[src/rtl/cache_pkg.sv]
// Shared types and geometry for the two-way write-back data cache.
// Lines are one word wide; the address splits as {tag, set, byte offset}.
package cache_pkg;

    localparam int ADDR_WIDTH = 32;
    localparam int DATA_WIDTH = 32;
    localparam int SETS       = 16;
    localparam int SET_BITS   = $clog2(SETS);
    localparam int TAG_BITS   = ADDR_WIDTH - SET_BITS - 2;

    typedef struct packed {
        logic                  valid;
        logic                  dirty;
        logic [TAG_BITS-1:0]   tag;
        logic [DATA_WIDTH-1:0] data;
    } cache_entry_t;

    typedef struct packed {
        cache_entry_t entry1;
        cache_entry_t entry0;
    } cache_set_t;

    typedef enum logic [1:0] {
        IDLE      = 2'd0,
        LOOKUP    = 2'd1,
        WRITEBACK = 2'd2,
        REFILL    = 2'd3
    } cache_state_t;

    function automatic logic [ADDR_WIDTH-1:0] line_addr(input logic [TAG_BITS-1:0] tag,
                                                       input logic [SET_BITS-1:0] set);
        return {tag, set, 2'b00};
    endfunction

endpackage

[src/rtl/cache_if.sv]
// CPU data port plus memory req/ack port of the cache.
// The controller takes the slave view; the CPU/memory environment takes the master view.
interface cache_if;
    import cache_pkg::*;

    logic                  cpu_req_valid;
    logic                  cpu_we;
    logic [ADDR_WIDTH-1:0] cpu_addr;
    logic [DATA_WIDTH-1:0] cpu_wdata;
    logic                  cpu_ready;
    logic [DATA_WIDTH-1:0] cpu_rdata;
    logic                  hit;
    logic                  miss;
    logic                  mem_req;
    logic                  mem_we;
    logic [ADDR_WIDTH-1:0] mem_addr;
    logic [DATA_WIDTH-1:0] mem_wdata;
    logic [DATA_WIDTH-1:0] mem_rdata;
    logic                  mem_ack;

    modport master (
        output cpu_req_valid, cpu_we, cpu_addr, cpu_wdata, mem_rdata, mem_ack,
        input  cpu_ready, cpu_rdata, hit, miss, mem_req, mem_we, mem_addr, mem_wdata
    );

    modport slave (
        input  cpu_req_valid, cpu_we, cpu_addr, cpu_wdata, mem_rdata, mem_ack,
        output cpu_ready, cpu_rdata, hit, miss, mem_req, mem_we, mem_addr, mem_wdata
    );

endinterface

[src/rtl/cache_way_select.sv]
// Tag compare against both ways of one set, plus victim choice for a miss:
// first invalid way (way0 first), else the least-recently-used way.
module cache_way_select
    import cache_pkg::*;
(
    input  cache_set_t          set_i,
    input  logic [TAG_BITS-1:0] tag_i,
    input  logic                lru_i,
    output logic                hit0_o,
    output logic                hit1_o,
    output logic                victim_o,
    output logic                victim_dirty_o
);

    // Hit detection and victim selection for the addressed set.
    always_comb begin
        hit0_o = set_i.entry0.valid && (set_i.entry0.tag == tag_i);
        hit1_o = set_i.entry1.valid && (set_i.entry1.tag == tag_i);
        if (!set_i.entry0.valid) begin
            victim_o = 1'b0;
        end else if (!set_i.entry1.valid) begin
            victim_o = 1'b1;
        end else begin
            victim_o = lru_i;
        end
        if (victim_o) begin
            victim_dirty_o = set_i.entry1.valid && set_i.entry1.dirty;
        end else begin
            victim_dirty_o = set_i.entry0.valid && set_i.entry0.dirty;
        end
    end

endmodule

[src/rtl/cache_controller.sv]
// Two-way set-associative write-back, write-allocate data cache with one-word lines.
// One request at a time: lookup, optional dirty writeback, refill, then a replayed lookup.
module cache_controller
    import cache_pkg::*;
(
    input  logic   clk,
    input  logic   rst,
    cache_if.slave bus
);

    cache_set_t            sets_q [SETS];
    logic [SETS-1:0]       lru_q;
    cache_state_t          state_q;
    logic [TAG_BITS-1:0]   req_tag_q;
    logic [SET_BITS-1:0]   req_set_q;
    logic                  req_we_q;
    logic [DATA_WIDTH-1:0] req_wdata_q;
    logic                  first_q;
    logic                  victim_q;

    logic                  cpu_ready_q;
    logic [DATA_WIDTH-1:0] cpu_rdata_q;
    logic                  hit_q;
    logic                  miss_q;
    logic                  mem_req_q;
    logic                  mem_we_q;
    logic [ADDR_WIDTH-1:0] mem_addr_q;
    logic [DATA_WIDTH-1:0] mem_wdata_q;

    cache_set_t            cur_set_s;
    cache_entry_t          victim_entry_s;
    logic                  hit0_s;
    logic                  hit1_s;
    logic                  victim_s;
    logic                  victim_dirty_s;
    logic                  unused_addr_bits_s;

    assign cur_set_s          = sets_q[req_set_q];
    assign unused_addr_bits_s = ^bus.cpu_addr[1:0];

    cache_way_select u_way_select (
        .set_i          (cur_set_s),
        .tag_i          (req_tag_q),
        .lru_i          (lru_q[req_set_q]),
        .hit0_o         (hit0_s),
        .hit1_o         (hit1_s),
        .victim_o       (victim_s),
        .victim_dirty_o (victim_dirty_s)
    );

    // Entry that a miss would displace.
    always_comb begin
        if (victim_s) begin
            victim_entry_s = cur_set_s.entry1;
        end else begin
            victim_entry_s = cur_set_s.entry0;
        end
    end

    assign bus.cpu_ready = cpu_ready_q;
    assign bus.cpu_rdata = cpu_rdata_q;
    assign bus.hit       = hit_q;
    assign bus.miss      = miss_q;
    assign bus.mem_req   = mem_req_q;
    assign bus.mem_we    = mem_we_q;
    assign bus.mem_addr  = mem_addr_q;
    assign bus.mem_wdata = mem_wdata_q;

    // Miss-handling FSM, cache arrays and registered outputs.
    always_ff @(posedge clk) begin
        if (rst) begin
            state_q     <= IDLE;
            lru_q       <= '0;
            req_tag_q   <= '0;
            req_set_q   <= '0;
            req_we_q    <= 1'b0;
            req_wdata_q <= '0;
            first_q     <= 1'b0;
            victim_q    <= 1'b0;
            cpu_ready_q <= 1'b0;
            cpu_rdata_q <= '0;
            hit_q       <= 1'b0;
            miss_q      <= 1'b0;
            mem_req_q   <= 1'b0;
            mem_we_q    <= 1'b0;
            mem_addr_q  <= '0;
            mem_wdata_q <= '0;
            for (int s = 0; s < SETS; s++) begin
                sets_q[s].entry0.valid <= 1'b0;
                sets_q[s].entry0.dirty <= 1'b0;
                sets_q[s].entry1.valid <= 1'b0;
                sets_q[s].entry1.dirty <= 1'b0;
            end
        end else begin
            cpu_ready_q <= 1'b0;
            cpu_rdata_q <= '0;
            hit_q       <= 1'b0;
            miss_q      <= 1'b0;
            case (state_q)
                IDLE: begin
                    if (bus.cpu_req_valid) begin
                        req_tag_q   <= bus.cpu_addr[ADDR_WIDTH-1:SET_BITS+2];
                        req_set_q   <= bus.cpu_addr[SET_BITS+1:2];
                        req_we_q    <= bus.cpu_we;
                        req_wdata_q <= bus.cpu_wdata;
                        first_q     <= 1'b1;
                        state_q     <= LOOKUP;
                    end else begin
                        state_q     <= IDLE;
                    end
                end
                LOOKUP: begin
                    first_q <= 1'b0;
                    if (hit0_s || hit1_s) begin
                        cpu_ready_q        <= 1'b1;
                        hit_q              <= first_q;
                        lru_q[req_set_q]   <= hit0_s;
                        state_q            <= IDLE;
                        if (req_we_q) begin
                            if (hit1_s) begin
                                sets_q[req_set_q].entry1.data  <= req_wdata_q;
                                sets_q[req_set_q].entry1.dirty <= 1'b1;
                            end else begin
                                sets_q[req_set_q].entry0.data  <= req_wdata_q;
                                sets_q[req_set_q].entry0.dirty <= 1'b1;
                            end
                        end else begin
                            cpu_rdata_q <= hit1_s ? cur_set_s.entry1.data : cur_set_s.entry0.data;
                        end
                    end else begin
                        miss_q    <= first_q;
                        victim_q  <= victim_s;
                        mem_req_q <= 1'b1;
                        if (victim_dirty_s) begin
                            mem_we_q    <= 1'b1;
                            mem_addr_q  <= line_addr(victim_entry_s.tag, req_set_q);
                            mem_wdata_q <= victim_entry_s.data;
                            state_q     <= WRITEBACK;
                        end else begin
                            mem_we_q    <= 1'b0;
                            mem_addr_q  <= line_addr(req_tag_q, req_set_q);
                            mem_wdata_q <= '0;
                            state_q     <= REFILL;
                        end
                    end
                end
                WRITEBACK: begin
                    // Refill follows immediately, so mem_req stays high across the switch.
                    if (bus.mem_ack && mem_req_q) begin
                        if (victim_q) begin
                            sets_q[req_set_q].entry1.dirty <= 1'b0;
                        end else begin
                            sets_q[req_set_q].entry0.dirty <= 1'b0;
                        end
                        mem_we_q    <= 1'b0;
                        mem_addr_q  <= line_addr(req_tag_q, req_set_q);
                        mem_wdata_q <= '0;
                        state_q     <= REFILL;
                    end else begin
                        state_q     <= WRITEBACK;
                    end
                end
                REFILL: begin
                    if (bus.mem_ack && mem_req_q) begin
                        if (victim_q) begin
                            sets_q[req_set_q].entry1 <= '{valid: 1'b1, dirty: 1'b0,
                                                          tag: req_tag_q, data: bus.mem_rdata};
                        end else begin
                            sets_q[req_set_q].entry0 <= '{valid: 1'b1, dirty: 1'b0,
                                                          tag: req_tag_q, data: bus.mem_rdata};
                        end
                        mem_req_q <= 1'b0;
                        state_q   <= LOOKUP;
                    end else begin
                        state_q   <= REFILL;
                    end
                end
                default: begin
                    state_q <= IDLE;
                end
            endcase
        end
    end

endmodule

[src/flat_wrapper.sv]
// flat-port wrapper written by rule: the top's interface ports become plain ports
module cache_controller_flat import cache_pkg::*;
  (clk, rst, bus_cpu_req_valid, bus_cpu_we, bus_cpu_addr, bus_cpu_wdata, bus_mem_rdata, bus_mem_ack, bus_cpu_ready, bus_cpu_rdata, bus_hit, bus_miss, bus_mem_req, bus_mem_we, bus_mem_addr, bus_mem_wdata);
  cache_if bus_i ();
  input  logic clk;
  input  logic rst;
  input wire logic [$bits(bus_i.cpu_req_valid)-1:0] bus_cpu_req_valid;
  input wire logic [$bits(bus_i.cpu_we)-1:0] bus_cpu_we;
  input wire logic [$bits(bus_i.cpu_addr)-1:0] bus_cpu_addr;
  input wire logic [$bits(bus_i.cpu_wdata)-1:0] bus_cpu_wdata;
  input wire logic [$bits(bus_i.mem_rdata)-1:0] bus_mem_rdata;
  input wire logic [$bits(bus_i.mem_ack)-1:0] bus_mem_ack;
  output wire logic [$bits(bus_i.cpu_ready)-1:0] bus_cpu_ready;
  output wire logic [$bits(bus_i.cpu_rdata)-1:0] bus_cpu_rdata;
  output wire logic [$bits(bus_i.hit)-1:0] bus_hit;
  output wire logic [$bits(bus_i.miss)-1:0] bus_miss;
  output wire logic [$bits(bus_i.mem_req)-1:0] bus_mem_req;
  output wire logic [$bits(bus_i.mem_we)-1:0] bus_mem_we;
  output wire logic [$bits(bus_i.mem_addr)-1:0] bus_mem_addr;
  output wire logic [$bits(bus_i.mem_wdata)-1:0] bus_mem_wdata;
  assign bus_i.cpu_req_valid = bus_cpu_req_valid;
  assign bus_i.cpu_we = bus_cpu_we;
  assign bus_i.cpu_addr = bus_cpu_addr;
  assign bus_i.cpu_wdata = bus_cpu_wdata;
  assign bus_i.mem_rdata = bus_mem_rdata;
  assign bus_i.mem_ack = bus_mem_ack;
  assign bus_cpu_ready = bus_i.cpu_ready;
  assign bus_cpu_rdata = bus_i.cpu_rdata;
  assign bus_hit = bus_i.hit;
  assign bus_miss = bus_i.miss;
  assign bus_mem_req = bus_i.mem_req;
  assign bus_mem_we = bus_i.mem_we;
  assign bus_mem_addr = bus_i.mem_addr;
  assign bus_mem_wdata = bus_i.mem_wdata;
  cache_controller u_core (.clk(clk), .rst(rst), .bus(bus_i));
endmodule
[config.mk]
export PLATFORM = sky130hd
export DESIGN_NAME = cache_controller_flat
export DESIGN_NICKNAME = d
export VERILOG_FILES = /design/src/rtl/cache_pkg.sv /design/src/rtl/cache_if.sv /design/src/rtl/cache_way_select.sv /design/src/rtl/cache_controller.sv /design/src/flat_wrapper.sv
export SDC_FILE = /design/constraint.sdc
export NUM_CORES = 2
export LEC_CHECK = 0
export BUFFER_PORTS_ARGS = -buffer_cell sky130_fd_sc_hd__buf_4
export CAP_MARGIN = 20
export CORE_MARGIN = 10
export CORE_UTILIZATION = 55
export DETAILED_ROUTE_END_ITERATION = 8
export PLACE_DENSITY = 0.68
export SKIP_LAST_GASP = 1
export SLEW_MARGIN = 0
export SYNTH_ARGS = -nofsm -noshare
export SYNTH_HDL_FRONTEND = slang
export SYNTH_SLANG_ARGS = --single-unit
[constraint.sdc]
create_clock -name clk -period 7.2 [get_ports clk]
set_input_delay 0.36 -clock clk [delete_from_list [all_inputs] [get_ports clk]]
set_output_delay 0.36 -clock clk [all_outputs]
set_load 0.1 [all_outputs]
==> impl_metrics.yaml <==
setup_path:
  cp_slowest_stage_delay_ps: 850
  arrival_ps: 6680
  start_kind: "flop"
  path_class: "flop to flop"
  cp_common_cell: "buf_4"
  critPathCaptureType: "flop"
  cp.required_ps: 7690
  worstRegToRegCells: 10
  crit_chain: "buf_4, mux4_2, a221oi_1, o2111ai_1, a211oi_2, nand4_1, nor4_4, a31oi_4, nor2_4, buf_4"
  worstPathMaxFanout: 34
  crit_slowest_cell: "dfxtp_4"
clock_tree:
  ctsResizeCount: 0
  clockRootBuffer: "clkbuf_16"
  hold_buffers: 86
  worstSkewPairLatency_ps: 840
  clkTransAtPathRegs_ps: 60
  htreeDepth: 4
  cts_buffers: 206
  clock-sinks: 2106
  cts_setup_buffers: 0
  cts_buffer_depth: 3
  cts_tree: "done"
sta:
  fin_hold_ws_ps: 81.13
  slew_headroom_pct: 20.01
  fin_crit_ps: 6189
  fmax_mhz: 161.6
  fin_setup_tns_ps: 0
  tightestPinTransition_ps: 1200
  fin_skew_ps: 38.77
  hold_viol_final: 0
  rsz0062_at_grt: "false"
  fin_crit_sh_pct: 85.96
  drv_slew: 0
  finalSetupViolations: 0
power_and_ir_drop:
  ir_drop_mv: 0.2722
  power_frac_seq_pct: 51.6
  p_leak_nw: 32.53
  clkPwrFrac_pct: 40.6
  total_power_mw: 26.13
  pwr-share-comb_pct: 7.8
  power.switching_mw: 5.951
  p_int_mw: 20.18
  switching_share_pct: 22.78
  cellPowerDensity_mw_per_mm2: 270.7
detailed_routing:
  vias: 46000
  routed_wl_um: 227500
  drt_pass1_iterations: 6
  drc: 0
  vias_per_cell: 6.499
  first_iter_violations: 6211
  wl_per_cell_um: 32.14
  drtAntennaViolNets: 0
floorplanning:
  rows: 143
  die_area_mm2: 0.1688
  core_area_mm2: 0.1519
  dieHeight_um: 410.8
  die_x_um: 410.8
  io_pins: 202
  start_util_pct: 55.30
job:
  max-cap-violations: 0
synthesis:
  yosysTopAreaCell: "edfxtp_1"
  synth_top_area_share_pct: 67.49
  synth_edf_count: 1888
  yosysSeqAreaShare_pct: 72.69
  synthCells: 4483
  synth_ff_type: "edfxtp_1"
  avgSynthCellArea_um2: 18.74
  synth_area_mm2: 0.08400
  synth.distinct_cells: 81
  ys_ff_latch: 2106
  yosysWarningCount: 0
  synth_async_sr_flop_share_pct: 0
  synthTopCellsByArea: "edfxtp_1 67%, mux4_2 13%, dfxtp_1 5.2%"
cells_and_area:
  layout-drive-gt1-share_pct: 27.14
  final_area_mm2: 0.09650
  stdcell_count: 7078
  fillCellCount: 10353
  regArea_mm2: 0.06107
  multi_input_area_mm2: 0.02211
  final_nets: 4976
  area_delta_synth_final_pct: 14.88
outcome:
  run_status: "completed"
placement:
  hpwl_um: 138200
  dpl-instance-area_mm2: 0.08893
  port-buffer-count: 197
  dp_cells: 6606
  gp_congestion: 0.9121
grt:
  grt_pass1_vias: 46282
  grt_antenna_before_repair: 2
  grt_remaining_overflow: 0
  grt_pass1_wl_um: 329300
  grt_max_degree: 96
  track_usage_pct: 26.82
hold_path:
  hold_path.class: "primary input to flop"
  hold-path-cell-count: 2
==> power by group through the flow <==
stage                     Combinational [mW]  Sequential, mW  Clock (mW)
final                                   2.03            13.5        10.6
after global routing                    2.14            13.5        11.2
after CTS                               2.01            13.5        10.7
after detailed placement                1.97            13.7           0
after global placement                  1.94            13.7           0
after floorplan                         1.17            13.8           0
==> synthesized netlist by cell type (18+ instances only) <==
cell / count
buf_2: 66
mux4_2: 493
o21ai_0: 47
a21oi_1: 117
a21o_1: 48
buf_1: 31
a211oi_1: 21
inv_1: 18
nor2_1: 187
nand3_1: 31
o22ai_1: 22
buf_4: 28
clkbuf_1: 164
o211ai_1: 79
dfxtp_1: 218
o31ai_1: 45
mux2_2: 94
a22oi_1: 35
nor3_1: 20
mux2i_1: 251
xnor2_1: 25
nand2_1: 319
edfxtp_1: 1888
==> layer usage <==
layer | track usage, % | share of wire, %
met1 | 36.99 | 39
met2 | 42.73 | 48
met3 | 5.803 | 9.5
met4 | 9.094 | 3.5
met5 | 0 | 0
==> final timing paths <==
check	start	to	slack, ps
max	flop	u_core.sets_q[8][1]	1010
min	bus_mem_rdata[18]	u_core.sets_q[5][78]	80
min reg2reg	u_core.sets_q[3][59]	u_core.sets_q[3][59]	450
max reg2reg	flop	u_core.sets_q[8][1]	1010
==> cell type report <==
cell class / instances / area share, %
clock buffers: 272 / 5.757
diodes: 1 / 0.002593
clock inverters: 112 / 1.169
repair buffers: 473 / 4.157
well taps: 2030 / 2.632
flip-flops and latches: 2106 / 63.29
multi-input cells: 2065 / 22.91
inverters: 19 / 0.08298
==> placed cells by master (no fill, tap or decap), drive strengths merged, types with 9 or more instances in the layout <==
cell type	netlist	layout
nor2	187	187
and3	10	10
a22oi	35	35
nor4	16	16
o22ai	22	22
dfxtp	218	218
dlygate4sd3	0	86
nand2b	16	16
bufinv	0	16
buf	130	387
o21ai	48	48
a21oi	117	117
nand3	31	31
nand4	17	17
a21o	48	48
or3	11	11
o31ai	45	45
inv	19	26
a211oi	22	22
mux2	94	94
clkinv	0	83
xnor2	25	25
edfxtp	1888	1888
nor3	21	21
mux2i	251	251
xor2	10	10
nand2	319	319
mux4	493	493
o211ai	79	79
or2	9	9
nor2b	15	15
clkbuf	164	272
==> critical path, delay by kind of cell (launching register included) <==
kind | cells | cell delay [ps]
AND/OR/NAND/NOR | 3 | 1520
buffers and inverters | 2 | 1050
multiplexers | 1 | 570
AO/OA/AOI/OAI | 4 | 1800
flip-flops | 1 | 850
==> sequential cells by signal, indices dropped and copies added, names as in the netlist, 2 cells and up, named ones only <==
| signal | flops |
|---|---|
| u_core.sets_q | 1920 |
| u_core.bus.cpu_rdata | 32 |
| u_core.bus.mem_wdata | 32 |
| u_core.req_wdata_q | 32 |
| u_core.bus.mem_addr | 30 |
| u_core.req_tag_q | 26 |
| u_core.lru_q | 16 |
| u_core.req_set_q | 4 |
| u_core.state_q | 2 |
==> cells by family after synthesis <==
group | after synthesis | synth area share, %
DFF | 2106 | 72.69
muxes | 838 | 17.47
xor gates and xnor gates | 35 | 0.3649
AOI/OAI and AO/OA | 500 | 4.117
other | 1 | 0.004464
adders and majority gates | 4 | 0.05958
and+or+nand+nor | 686 | 3.631
buffers and inverters | 313 | 1.667
==> stage by stage <==
| step | util, % | setup WS, ps |
|---|---|---|
| global route | 63.53 | 922.7 |
| detailed placement | 58.55 | 1187 |
| CTS | 63.51 | 1163 |
| global placement | 58.54 | 1172 |
| floorplan | - | 1782 |
| finish | 63.53 | 1011 |
Note: power is estimated with default switching activity, not from simulation.
